`config.mk`:
```
export PLATFORM = sky130hd
export DESIGN_NAME = blake2_stream_intf_flat
export DESIGN_NICKNAME = d
export VERILOG_FILES = /design/src/rtl/blake2_stream_intf_pkg.sv /design/src/rtl/blake2_stream_intf_if.sv /design/src/rtl/blake2_stream_intf_hash_ser.sv /design/src/rtl/blake2_stream_intf.sv /design/src/flat_wrapper.sv
export SDC_FILE = /design/constraint.sdc
export NUM_CORES = 1
export LEC_CHECK = 0
export CAP_MARGIN = 40
export CORE_MARGIN = 3
export CORE_UTILIZATION = 46
export DETAILED_ROUTE_END_ITERATION = 8
export PLACE_DENSITY = 0.77
export SYNTH_ARGS = -nofsm -noshare
export SYNTH_HDL_FRONTEND = slang
export SYNTH_HIERARCHICAL = 1
export SYNTH_SLANG_ARGS = --single-unit
```
`constraint.sdc`:
```
create_clock -name clk -period 2.1 [get_ports clk]
set_clock_uncertainty 0.05 [all_clocks]
set_input_delay 0.42 -clock clk [delete_from_list [all_inputs] [get_ports clk]]
set_output_delay 0.42 -clock clk [all_outputs]
set_load 0.01 [all_outputs]
```
`src/rtl/blake2_stream_intf_pkg.sv`:
```
`default_nettype none
// ============================================================================
//  Module   : blake2_io_pkg
//  Purpose  : Shared command encoding and config-counter constants for the
//             BLAKE2 byte-stream interface.
//  Revision : 1.0  initial release
// ============================================================================
package blake2_io_pkg;

    typedef enum logic [1:0] {
        CMD_CONF  = 2'd0,
        CMD_START = 2'd1,
        CMD_DATA  = 2'd2,
        CMD_LAST  = 2'd3
    } cmd_e;

    typedef enum logic [0:0] {
        SER_IDLE = 1'b0,
        SER_BUSY = 1'b1
    } ser_state_e;

    localparam int CFG_CNT_W = 8;
    localparam logic [CFG_CNT_W-1:0] CFG_CNT_KK = 8'd0;
    localparam logic [CFG_CNT_W-1:0] CFG_CNT_NN = 8'd1;
    localparam logic [CFG_CNT_W-1:0] CFG_CNT_LL = 8'd2;

    // Saturation point: kk, nn, then every length byte.
    function automatic logic [CFG_CNT_W-1:0] cfg_cnt_max(input int ll_bytes);
        return CFG_CNT_W'(32'(CFG_CNT_LL) + ll_bytes);
    endfunction

endpackage
`default_nettype wire

```
`src/rtl/blake2_stream_intf_if.sv`:
```
`default_nettype none
// ============================================================================
//  Module   : blake2_stream_intf_if
//  Purpose  : Pin-side and core-side signal bundle of the BLAKE2 stream block.
//  Revision : 1.0  initial release
// ============================================================================
interface blake2_stream_intf_if #(
    parameter int DATA_BYTES = 1,
    parameter int LL_BYTES   = 8,
    parameter int HASH_BYTES = 32,
    parameter int IW         = 6
);
    import blake2_io_pkg::*;

    logic                    valid_i;
    logic                    ready_o;
    cmd_e                    cmd_i;
    logic [8*DATA_BYTES-1:0] data_i;
    logic [7:0]              kk_o;
    logic [7:0]              nn_o;
    logic [8*LL_BYTES-1:0]   ll_o;
    logic                    cfg_v_o;
    logic                    data_v_o;
    logic                    data_ready_i;
    logic [8*DATA_BYTES-1:0] data_o;
    logic [IW-1:0]           data_idx_o;
    logic                    block_first_o;
    logic                    block_last_o;
    logic                    hash_v_i;
    logic [8*HASH_BYTES-1:0] hash_i;
    logic                    hash_v_o;
    logic                    hash_ready_i;
    logic [7:0]              hash_o;
    logic                    hash_last_o;
    logic                    hash_drop_o;

    modport slave (
        input  valid_i, cmd_i, data_i, data_ready_i, hash_v_i, hash_i, hash_ready_i,
        output ready_o, kk_o, nn_o, ll_o, cfg_v_o, data_v_o, data_o, data_idx_o,
               block_first_o, block_last_o, hash_v_o, hash_o, hash_last_o, hash_drop_o
    );

    modport master (
        output valid_i, cmd_i, data_i, data_ready_i, hash_v_i, hash_i, hash_ready_i,
        input  ready_o, kk_o, nn_o, ll_o, cfg_v_o, data_v_o, data_o, data_idx_o,
               block_first_o, block_last_o, hash_v_o, hash_o, hash_last_o, hash_drop_o
    );

endinterface
`default_nettype wire

```
`src/rtl/blake2_stream_intf_hash_ser.sv`:
```
`default_nettype none
// ============================================================================
//  Module   : blake2_hash_ser
//  Purpose  : Captures a finished digest and emits it one byte per accepted
//             cycle, byte 0 first.
//  Revision : 1.0  initial release
// ============================================================================
module blake2_hash_ser
    import blake2_io_pkg::*;
#(
    parameter int HASH_BYTES = 32
) (
    input  wire logic                    clk,
    input  wire logic                    nreset,
    input  wire logic [7:0]              nn_i,
    input  wire logic                    hash_v_i,
    input  wire logic [8*HASH_BYTES-1:0] hash_i,
    input  wire logic                    hash_ready_i,
    output logic                         hash_v_o,
    output logic [7:0]                   hash_o,
    output logic                         hash_last_o,
    output logic                         hash_drop_o
);
    localparam logic [7:0] LEN_MAX = 8'(HASH_BYTES);

    ser_state_e              state_q, state_d;
    logic [8*HASH_BYTES-1:0] buf_q, buf_d;
    logic [7:0]              rem_q, rem_d;
    logic                    drop_q, drop_d;
    logic [7:0]              len;
    logic                    byte_acc, final_acc, can_capture;

    assign len         = (nn_i == 8'd0 || nn_i > LEN_MAX) ? LEN_MAX : nn_i;
    assign byte_acc    = (state_q == SER_BUSY) && hash_ready_i;
    assign final_acc   = byte_acc && (rem_q == 8'd0);
    // A new digest may land in the same cycle the previous final byte leaves.
    assign can_capture = (state_q == SER_IDLE) || final_acc;

    always_comb begin
        state_d = state_q;
        buf_d   = buf_q;
        rem_d   = rem_q;
        drop_d  = hash_v_i && !can_capture;
        if (hash_v_i && can_capture) begin
            state_d = SER_BUSY;
            buf_d   = hash_i;
            rem_d   = len - 8'd1;
        end else if (final_acc) begin
            state_d = SER_IDLE;
            buf_d   = '0;
            rem_d   = '0;
        end else if (byte_acc) begin
            buf_d = buf_q >> 8;
            rem_d = rem_q - 8'd1;
        end
    end

    always_ff @(posedge clk) begin
        if (!nreset) begin
            state_q <= SER_IDLE;
            buf_q   <= '0;
            rem_q   <= '0;
            drop_q  <= 1'b0;
        end else begin
            state_q <= state_d;
            buf_q   <= buf_d;
            rem_q   <= rem_d;
            drop_q  <= drop_d;
        end
    end

    assign hash_v_o    = (state_q == SER_BUSY);
    assign hash_o      = buf_q[7:0];
    assign hash_last_o = (state_q == SER_BUSY) && (rem_q == 8'd0);
    assign hash_drop_o = drop_q;

endmodule
`default_nettype wire

```
`src/rtl/blake2_stream_intf.sv`:
```
`default_nettype none
// ============================================================================
//  Module   : blake2_stream_intf
//  Purpose  : BLAKE2 byte-stream front/back end: config decode, indexed block
//             beats through a one-deep stage, serial digest output.
//  Revision : 1.0  initial release
// ============================================================================
module blake2_stream_intf
    import blake2_io_pkg::*;
#(
    parameter int DATA_BYTES  = 1,
    parameter int BLOCK_BYTES = 64,
    parameter int LL_BYTES    = 8,
    parameter int HASH_BYTES  = 32
) (
    input wire logic            clk,
    input wire logic            nreset,
    blake2_stream_intf_if.slave bus
);
    localparam int BEATS = BLOCK_BYTES / DATA_BYTES;
    localparam int IW    = $clog2(BEATS);
    localparam int DW    = 8 * DATA_BYTES;
    localparam int LLW   = 8 * LL_BYTES;
    localparam logic [CFG_CNT_W-1:0] CFG_CNT_MAX = cfg_cnt_max(LL_BYTES);
    localparam logic [IW-1:0]        IDX_LAST    = IW'(BEATS - 1);

    logic [CFG_CNT_W-1:0] cfg_cnt_q, cfg_cnt_d;
    logic [7:0]           kk_q, kk_d, nn_q, nn_d;
    logic [LLW-1:0]       ll_q, ll_d;
    logic                 cfg_v_q, cfg_v_d;
    logic                 data_v_q, data_v_d;
    logic [DW-1:0]        data_q, data_d;
    logic [IW-1:0]        idx_q, idx_d, next_idx_q, next_idx_d;
    logic                 first_q, first_d, last_q, last_d, first_blk_q, first_blk_d;
    logic                 is_conf, ready, conf_acc, blk_acc;

    // CONF beats bypass the stage, so they never see back-pressure.
    assign is_conf  = (bus.cmd_i == CMD_CONF);
    assign ready    = is_conf || !data_v_q || bus.data_ready_i;
    assign conf_acc = bus.valid_i && ready && is_conf;
    assign blk_acc  = bus.valid_i && ready && !is_conf;

    always_comb begin
        cfg_cnt_d = cfg_cnt_q;
        kk_d      = kk_q;
        nn_d      = nn_q;
        ll_d      = ll_q;
        cfg_v_d   = cfg_v_q;
        if (conf_acc && cfg_cnt_q != CFG_CNT_MAX) begin
            case (cfg_cnt_q)
                CFG_CNT_KK: kk_d = bus.data_i[7:0];
                CFG_CNT_NN: nn_d = bus.data_i[7:0];
                default:    ll_d = (ll_q << 8) | LLW'(bus.data_i[7:0]);
            endcase
            cfg_cnt_d = cfg_cnt_q + CFG_CNT_W'(1);
            cfg_v_d   = (cfg_cnt_d == CFG_CNT_MAX);
        end else if (blk_acc) begin
            cfg_cnt_d = '0;
        end
    end

    always_comb begin
        data_v_d    = data_v_q;
        data_d      = data_q;
        idx_d       = idx_q;
        first_d     = first_q;
        last_d      = last_q;
        next_idx_d  = next_idx_q;
        first_blk_d = first_blk_q;
        if (blk_acc) begin
            data_v_d = 1'b1;
            data_d   = bus.data_i;
            last_d   = (bus.cmd_i == CMD_LAST);
            if (bus.cmd_i == CMD_START) begin
                idx_d   = '0;
                first_d = 1'b1;
            end else begin
                idx_d   = next_idx_q;
                first_d = first_blk_q;
            end
            // A message end or block wrap both end the first-block window.
            next_idx_d  = (last_d || idx_d == IDX_LAST) ? '0 : idx_d + IW'(1);
            first_blk_d = first_d && !last_d && (idx_d != IDX_LAST);
        end else if (bus.data_ready_i) begin
            data_v_d = 1'b0;
        end
    end

    always_ff @(posedge clk) begin
        if (!nreset) begin
            cfg_cnt_q   <= '0;
            kk_q        <= '0;
            nn_q        <= '0;
            ll_q        <= '0;
            cfg_v_q     <= 1'b0;
            data_v_q    <= 1'b0;
            data_q      <= '0;
            idx_q       <= '0;
            first_q     <= 1'b0;
            last_q      <= 1'b0;
            next_idx_q  <= '0;
            first_blk_q <= 1'b0;
        end else begin
            cfg_cnt_q   <= cfg_cnt_d;
            kk_q        <= kk_d;
            nn_q        <= nn_d;
            ll_q        <= ll_d;
            cfg_v_q     <= cfg_v_d;
            data_v_q    <= data_v_d;
            data_q      <= data_d;
            idx_q       <= idx_d;
            first_q     <= first_d;
            last_q      <= last_d;
            next_idx_q  <= next_idx_d;
            first_blk_q <= first_blk_d;
        end
    end

    assign bus.ready_o       = ready;
    assign bus.kk_o          = kk_q;
    assign bus.nn_o          = nn_q;
    assign bus.ll_o          = ll_q;
    assign bus.cfg_v_o       = cfg_v_q;
    assign bus.data_v_o      = data_v_q;
    assign bus.data_o        = data_q;
    assign bus.data_idx_o    = idx_q;
    assign bus.block_first_o = first_q;
    assign bus.block_last_o  = last_q;

    blake2_hash_ser #(
        .HASH_BYTES (HASH_BYTES)
    ) u_hash_ser (
        .clk          (clk),
        .nreset       (nreset),
        .nn_i         (nn_q),
        .hash_v_i     (bus.hash_v_i),
        .hash_i       (bus.hash_i),
        .hash_ready_i (bus.hash_ready_i),
        .hash_v_o     (bus.hash_v_o),
        .hash_o       (bus.hash_o),
        .hash_last_o  (bus.hash_last_o),
        .hash_drop_o  (bus.hash_drop_o)
    );

endmodule
`default_nettype wire
```
`src/flat_wrapper.sv`:
```
// flat-port wrapper written by rule: the top's interface ports become plain ports
module blake2_stream_intf_flat import blake2_io_pkg::*;
#(
    parameter int DATA_BYTES  = 1,
    parameter int BLOCK_BYTES = 64,
    parameter int LL_BYTES    = 8,
    parameter int HASH_BYTES  = 32
)
  (clk, nreset, bus_valid_i, bus_cmd_i, bus_data_i, bus_data_ready_i, bus_hash_v_i, bus_hash_i, bus_hash_ready_i, bus_ready_o, bus_kk_o, bus_nn_o, bus_ll_o, bus_cfg_v_o, bus_data_v_o, bus_data_o, bus_data_idx_o, bus_block_first_o, bus_block_last_o, bus_hash_v_o, bus_hash_o, bus_hash_last_o, bus_hash_drop_o);
  blake2_stream_intf_if #(.DATA_BYTES(DATA_BYTES), .LL_BYTES(LL_BYTES), .HASH_BYTES(HASH_BYTES)) bus_i ();
  input wire logic clk;
  input wire logic nreset;
  input wire logic [$bits(bus_i.valid_i)-1:0] bus_valid_i;
  input wire logic [$bits(bus_i.cmd_i)-1:0] bus_cmd_i;
  input wire logic [$bits(bus_i.data_i)-1:0] bus_data_i;
  input wire logic [$bits(bus_i.data_ready_i)-1:0] bus_data_ready_i;
  input wire logic [$bits(bus_i.hash_v_i)-1:0] bus_hash_v_i;
  input wire logic [$bits(bus_i.hash_i)-1:0] bus_hash_i;
  input wire logic [$bits(bus_i.hash_ready_i)-1:0] bus_hash_ready_i;
  output wire logic [$bits(bus_i.ready_o)-1:0] bus_ready_o;
  output wire logic [$bits(bus_i.kk_o)-1:0] bus_kk_o;
  output wire logic [$bits(bus_i.nn_o)-1:0] bus_nn_o;
  output wire logic [$bits(bus_i.ll_o)-1:0] bus_ll_o;
  output wire logic [$bits(bus_i.cfg_v_o)-1:0] bus_cfg_v_o;
  output wire logic [$bits(bus_i.data_v_o)-1:0] bus_data_v_o;
  output wire logic [$bits(bus_i.data_o)-1:0] bus_data_o;
  output wire logic [$bits(bus_i.data_idx_o)-1:0] bus_data_idx_o;
  output wire logic [$bits(bus_i.block_first_o)-1:0] bus_block_first_o;
  output wire logic [$bits(bus_i.block_last_o)-1:0] bus_block_last_o;
  output wire logic [$bits(bus_i.hash_v_o)-1:0] bus_hash_v_o;
  output wire logic [$bits(bus_i.hash_o)-1:0] bus_hash_o;
  output wire logic [$bits(bus_i.hash_last_o)-1:0] bus_hash_last_o;
  output wire logic [$bits(bus_i.hash_drop_o)-1:0] bus_hash_drop_o;
  assign bus_i.valid_i = bus_valid_i;
  assign bus_i.cmd_i = bus_cmd_i;
  assign bus_i.data_i = bus_data_i;
  assign bus_i.data_ready_i = bus_data_ready_i;
  assign bus_i.hash_v_i = bus_hash_v_i;
  assign bus_i.hash_i = bus_hash_i;
  assign bus_i.hash_ready_i = bus_hash_ready_i;
  assign bus_ready_o = bus_i.ready_o;
  assign bus_kk_o = bus_i.kk_o;
  assign bus_nn_o = bus_i.nn_o;
  assign bus_ll_o = bus_i.ll_o;
  assign bus_cfg_v_o = bus_i.cfg_v_o;
  assign bus_data_v_o = bus_i.data_v_o;
  assign bus_data_o = bus_i.data_o;
  assign bus_data_idx_o = bus_i.data_idx_o;
  assign bus_block_first_o = bus_i.block_first_o;
  assign bus_block_last_o = bus_i.block_last_o;
  assign bus_hash_v_o = bus_i.hash_v_o;
  assign bus_hash_o = bus_i.hash_o;
  assign bus_hash_last_o = bus_i.hash_last_o;
  assign bus_hash_drop_o = bus_i.hash_drop_o;
  blake2_stream_intf #(.DATA_BYTES(DATA_BYTES), .BLOCK_BYTES(BLOCK_BYTES), .LL_BYTES(LL_BYTES), .HASH_BYTES(HASH_BYTES)) u_core (.clk(clk), .nreset(nreset), .bus(bus_i));
endmodule
```
==> impl_results.md <==
* Status: finished, violations left
* Failing checks: negative setup slack
* Dpl hpwl at between 30000 and 40000 um
* CP startpoint kind: flop
* Routed Wire Length at roughly 56000 um
* Max Fclk at 470 MHz
* GRT overflow at 0
* Tot GR Track Use at between 20% and 30%
* Unrepaired setup endpoints after global routing: true
* Remaining antenna violation count after routing at 0
* Pre-antenna DRT Iters at 8
* Asr flop ratio synth at 0%
* Final min period at ~2100 ps
* Ports at 382
* Initial core utilization at 47.2%
* Max_slew headroom at 60.9%
* Max-Cap Viols at 0
* Vias per inst at 5.77
* Peak VDD IR at approximately 0.00057 V
* Post-synth EDFFs at 0
* CP Launch Point: u_core/u_hash_ser/rem_q[1]$_SDFFE_PN0P_
* Number of synthesized register bits at ~380
* Critical Path RT at 1630 ps
* Final Cycle Share at 101%
* Fin cells at approximately 3100
* Synthesis-to-finish area growth at 35.4%
* Global-route wire length before repair at between 80000 and 90000 um
* Site Rows at 69
* Largest stage delay, worst path at 330 ps
* Register area share after synthesis at approximately 45%
* Fin util at between 60% and 70%
* Vias post-DR at roughly 18000
* Net Count, Synth at 2600
* CTS tree: yes
* DIE AREA at between 30000 and 40000 sq um
* IO buf count at between 300 and 400
* Placed cells at slightly above 3000
* Syn_area_per_cell at about 7.3 sq um
* Final layout net count at 2900
* CP max FO at 3
* Num CTS Buffers at slightly above 40
* Mapped Cells at roughly 2300
* Worst min path class: input port to flop
* Cts hold-fix bufs at 0
* Tot Pwr at 0.0185 W
* Die width at between 150 and 200 um
* Hold path startpoint: nreset
* Placer Congestion at ~0.93
* Fin. max-slew vios at 0
* Clk root buf: clkbuf_16
* Fin worst setup slack at -29.8 ps
* Crit path arrival time at about 1700 ps
* Area after DPL at roughly 22000 sq um
* Most common cell after layout, fill and taps aside: nand2_1
* Clock-pin slew on the worst setup and hold paths at ~60 ps
* Final Hold Violating Endpoints at 0
* Worst Tran Pin Value at 587 ps
* Largest net degree at the start of global routing at 108
* # DRC at 0
* Crit path kind: flop to primary output
* Routed len/inst at 17.9 um
* Vias in the first global route at between 15000 and 20000
* Slowest CP cell: dfxtp_2
* H-tree Lvls at 2
* Antenna violations before repair at 10
* Core Region at about 36000 sq um
* Final setup viols at 1
* Clk sinks at roughly 380
* Ys Warns at 6
* Synth Cell Area at ~17000 sq um
* Main synth FF type: dfxtp_1
* Reg2reg start: u_core/cfg_cnt_q[4]$_SDFFE_PN0P_
* DRT iter0 DRCs at roughly 1700
* Setup TNS at -29.8 ps
* Chip Height at 199 um
* Power density cells at 800 nW/um^2
* Skew-Pair Late Insertion Delay at around 550 ps
* CP Capture Type: primary output
* CP Cell Sequence: inv_2, ha_4, nor4b_4, and3_4, buf_6
* Pleak at 8.22 nW
* Post-synth cell types at a little over 60
* Fraction of layout cells with a size suffix above 1 at about 7%
* Most frequent cells in the layout: nand2_1 (668), o21ai_0 (507), dfxtp_1 (377)
* Design area at approximately 23000 sq um
* Clock Path Buffers at 3
==> synthesized netlist by cell type, drive strengths merged, types with 5 or more instances <==
| master | instances | area share, % |
|---|---|---|
| a21oi | 96 | 2.8 |
| a22o | 10 | 0.51 |
| a31oi | 251 | 9.2 |
| and3 | 5 | 0.18 |
| buf | 73 | 2.6 |
| clkbuf | 143 | 3.1 |
| dfxtp | 379 | 45 |
| ha | 8 | 0.59 |
| inv | 10 | 0.22 |
| mux2i | 17 | 1.0 |
| nand2 | 670 | 15 |
| nand2b | 5 | 0.18 |
| nand3 | 21 | 0.68 |
| nand3b | 5 | 0.22 |
| nor2 | 46 | 1.0 |
| nor3 | 11 | 0.42 |
| o21ai | 508 | 15 |
| or3 | 6 | 0.29 |
==> logic make-up after synthesis <==
kind of cell | synth area share [%]
simple gates | 18.7
fa+ha+maj | 0.587
buf+inv | 5.97
compound gates | 29.0
xor+xnor | 0.308
mux | 0.998
flops | 44.5
==> cell type report <==
type                    count  area [sq um]
fillers                  3106         13000
multi-input cells        1715          8530
flip-flops and latches    379          7590
repair buffers            473          4990
clock buffers              54          1120
well taps                 461           577
clock inverters            16           210
inverters                  10          37.5
diodes                     11          27.5
==> repair_timing <==
item,CTS,global route
gates resized for setup,13,9
pin swaps,0,3
setup endpoints to repair,9,116
buffers inserted,3,1
gates cloned,0,0
==> worst paths after layout <==
| check | cells after the start | end | slack (ps) |
|---|---|---|---|
| worst max-delay path | 5 | bus_hash_last_o | -30 |
| worst min-delay path | 2 | u_core/u_hash_ser/rem_q[3]$_SDFFE_PN0P_ | 130 |
| worst max register to register | 7 | u_core/bus.ll_o[26]$_SDFFE_PN0P_ | 110 |
| worst min register to register | 2 | u_core/bus.data_o[7]$_SDFFE_PN0P_ | 400 |
==> state kept, by name, indices dropped and copies added, names as in the netlist <==
signal and count:
u_core/u_hash_ser/hash_drop_o 1, u_core/u_hash_ser/rem_q 8, u_core/next_idx_q 6, u_core/bus.block_last_o 1, u_core/cfg_cnt_q 8, u_core/bus.data_o 8
u_core/bus.data_idx_o 6, u_core/bus.data_v_o 1, u_core/bus.cfg_v_o 1, u_core/bus.kk_o 8, u_core/bus.block_first_o 1, u_core/bus.nn_o 8
u_core/bus.ll_o 64, u_core/first_blk_q 1, u_core/u_hash_ser/hash_v_o 1, u_core/u_hash_ser/buf_q 256
==> per-stage QoR <==
| step | hold slack (ps) | setup WS (ps) |
|---|---|---|
| floorplan | 397 | 51.3 |
| global placement | 392 | -239 |
| detailed placement | 397 | -325 |
| global route | 122 | -95.4 |
| finish | 131 | -29.8 |
| CTS | 109 | -82.0 |
==> per-layer routing <==
layer	part of all wire, %	vias up	wire length (um)	GRT usage [%]
li1	-	8719	-	-
met1	41	8431	23100	35.4
met2	46	710	25500	42.2
met3	9.1	122	5060	6.32
met4	3.8	6	2100	11.2
met5	0.061	-	34	0
==> report_power, final <==
part / internal [W] / switching, W / leakage [nW]
Clock: 0.00427 / 0.00298 / 0.661
Combinational: 0.00145 / 0.00168 / 4.44
Sequential: 0.00777 / 0.000318 / 3.12
Total: 0.0135 / 0.00497 / 8.22
==> worst max-delay path, delay by kind of cell (launching register included) <==
kind,cells,cell delay [ps]
buffers and inverters,2,170
and+or+nand+nor,2,470
adders and majority gates,1,130
DFF,1,330
Power figures use the tool's default switching activity.
==> patch, RTL diff (same settings) <==
Take the reset off `ll_q` and load it in a clocked block of its own.
--- a/src/rtl/blake2_stream_intf.sv
+++ b/src/rtl/blake2_stream_intf.sv
@@ -92,5 +92,4 @@
             kk_q        <= '0;
             nn_q        <= '0;
-            ll_q        <= '0;
             cfg_v_q     <= 1'b0;
             data_v_q    <= 1'b0;
@@ -105,5 +104,4 @@
             kk_q        <= kk_d;
             nn_q        <= nn_d;
-            ll_q        <= ll_d;
             cfg_v_q     <= cfg_v_d;
             data_v_q    <= data_v_d;
@@ -115,4 +113,8 @@
             first_blk_q <= first_blk_d;
         end
+    end
+
+    always_ff @(posedge clk) begin
+        ll_q <= ll_d;
     end
 
Function: differs if nreset is asserted again (counterexample within 4 cycles, from zero or initial values and one cycle with nreset low); with nreset held inactive, the same outputs for 4 cycles.
==> patch against the original RTL <==
- the run still ends with setup timing left
- routed wire length decreased by 1.1%
- critical path depth unchanged
- cell area rose by 0.90%
- power is 1.6% higher
- via count decreased by 5.3%
- register-to-register slack worse by 0.06 ns
- sequential cell count is the same
- fmax increased by 1.3%
- setup slack improved by 0.028 ns
- core utilization increased by 1.2 points
- global-route usage fell by 0.58 points
- synthesized area shrank 1.5%
- non-clock buffer count is 13 higher
- highest routed layer unchanged
==> patch: results (changes against the original RTL) <==
Outcome:
- The flow ran to the end, but the final reports show violations.
- The checks that failed: setup timing.

Synth:
- The synthesized-area fraction occupied by xor and xnor cells is 0.261% (-0.048 points).
- The fraction of the mapped netlist area in compound gates is 27.7% (-1.3 points).
- The number of flops mapped to enable cells by yosys is 64 (+64).
- The sequential-to-total area share from yosys stat was 49.0% (+4.5 points).
- The adder and majority gate portion of the synthesized area was 0.596% (+0.0088 points).
- By count the netlist is led by sky130_fd_sc_hd__nand2_1, sky130_fd_sc_hd__o21ai_0, sky130_fd_sc_hd__dfxtp_1.

Finish:
- The total number of nets in the final design came to 2713 (-6.4%).
- The layout cell share with drive strength beyond 1 was 7.83% (+0.92 points).

Timing:
- The final worst-path setup slack is -0.00179 ns (+0.0280 ns).
- The slew at the pin with the worst max-slew slack came to 0.704 ns (+0.117 ns).
- The total of endpoints with negative setup slack in the final report is 1 (unchanged).

Routing:
- The starting DRC count in detailed routing was 1559 (-7.1%).
- The via density per instance is 5.81 (+0.81%).

Global routing:
- The number of antenna violations at the first check in global routing was 5 (-5).
- The via count of the first global-routing pass is 16100 (-5.6%).
- The first-pass GRT wire length is 84.2 mm (-4.0%).
- The pin count of the biggest net entering global routing is 125 (+16%).

Critical path:
- The worst path arrival time is 1.63 ns (-0.03 ns).

Placed design:
- The HPWL after detailed placement is 35.2 mm (-5.3%).
- The placed cell area was 21500 um2 (-0.62%).
- The global placer's final weighted congestion was 0.835 (-10%).

Power:
- The static leakage is 8.34 nW (+1.5%).
- The maximum vdd drop is 0.543 mV (-4.0%).

Clocking:
- The number of CTS-inserted buffers is 42 (+2.4%).
## patch: changes by cell type after synthesis, sizes merged, moves of 7 or more
cell / delta
a21boi: +20
a21oi: -86
buf: -10
clkbuf: -12
dfxtp: -64
edfxtp: +64
nand2: -130
nor2: -28
nor2b: +23
nor3: -7
## patch: critical path, cell delays in order (launching register included)
cell and delay [ns]:
sky130_fd_sc_hd__dfxtp_2 0.33, sky130_fd_sc_hd__inv_2 0.07, sky130_fd_sc_hd__ha_4 0.13, sky130_fd_sc_hd__nor4b_4 0.22, sky130_fd_sc_hd__and3_4 0.24, sky130_fd_sc_hd__buf_6 0.11
## patch: power by group through the flow
stage	clock [mW]	combinational (mW)	sequential [mW]
after detailed placement	0	2.98	8.40
after global routing	7.62	3.59	8.32
after CTS	7.33	3.10	8.25
after floorplan	0	1.65	8.31
final	7.22	3.27	8.26
after global placement	0	2.91	8.38
## patch: cells by family after synthesis
family | count (synthesis)
adder cells (fa/ha/maj) | 8
buffers and inverters | 203
AO/OA/AOI/OAI | 830
flip-flops | 379
AND/OR/NAND/NOR | 654
XOR/XNOR | 5
multiplexers | 18
## patch: layout make-up
class                      instances  area [um2]
timing repair buffer             486        5260
sequential                       379        8230
fill                            2929       12500
antenna                            6        15.0
clock buffer                      66        1240
inverter                           9        33.8
multi-input combinational       1515        7830
tap                              461         577
clock inverter                     9        98.8
## patch: path summary, 6_finish.rpt
check / endpoint / from / cells past startpoint / slack [ns]
worst min-delay path: u_core/cfg_cnt_q[5]$_SDFFE_PN0P_ / nreset / 2 / 0.15
worst max-delay path: bus_hash_last_o / u_core/u_hash_ser/rem_q[1]$_SDFFE_PN0P_ / 5 / -0.002
worst min register to register: u_core/bus.ll_o[38]$_DFFE_PP_ / u_core/bus.ll_o[30]$_DFFE_PP_ / 0 / 0.40
worst max register to register: u_core/u_hash_ser/buf_q[161]$_SDFFE_PN0P_ / u_core/u_hash_ser/rem_q[1]$_SDFFE_PN0P_ / 9 / 0.05
## patch: routing by layer
layer	vias up	GRT usage [%]	routed length, um
met4	2	9.08	1970
met2	736	43.1	26000
met3	127	5.37	4440
met1	8021	34.5	22700
met5	-	0	12
li1	8155	-	-
## patch: through the flow
| step | worst slack (ns) | instances |
|---|---|---|
| 2_1_floorplan | -0.879 | 2097 |
| 3_3_place_gp | -0.493 | 2831 |
| 3_5_place_dp | -0.640 | 2831 |
| 4_1_cts | -0.0590 | 2914 |
| 5_1_grt | -0.0806 | 2929 |
| 6_report | -0.00179 | 2931 |
## patch: what timing repair did
| item | CTS | global route |
|---|---|---|
| pin swaps | 10 | 5 |
| resized for setup | 17 | 17 |
| setup endpoints to repair | 10 | 250 |
| gates cloned | 4 | 6 |
| buffers inserted | 4 | 6 |
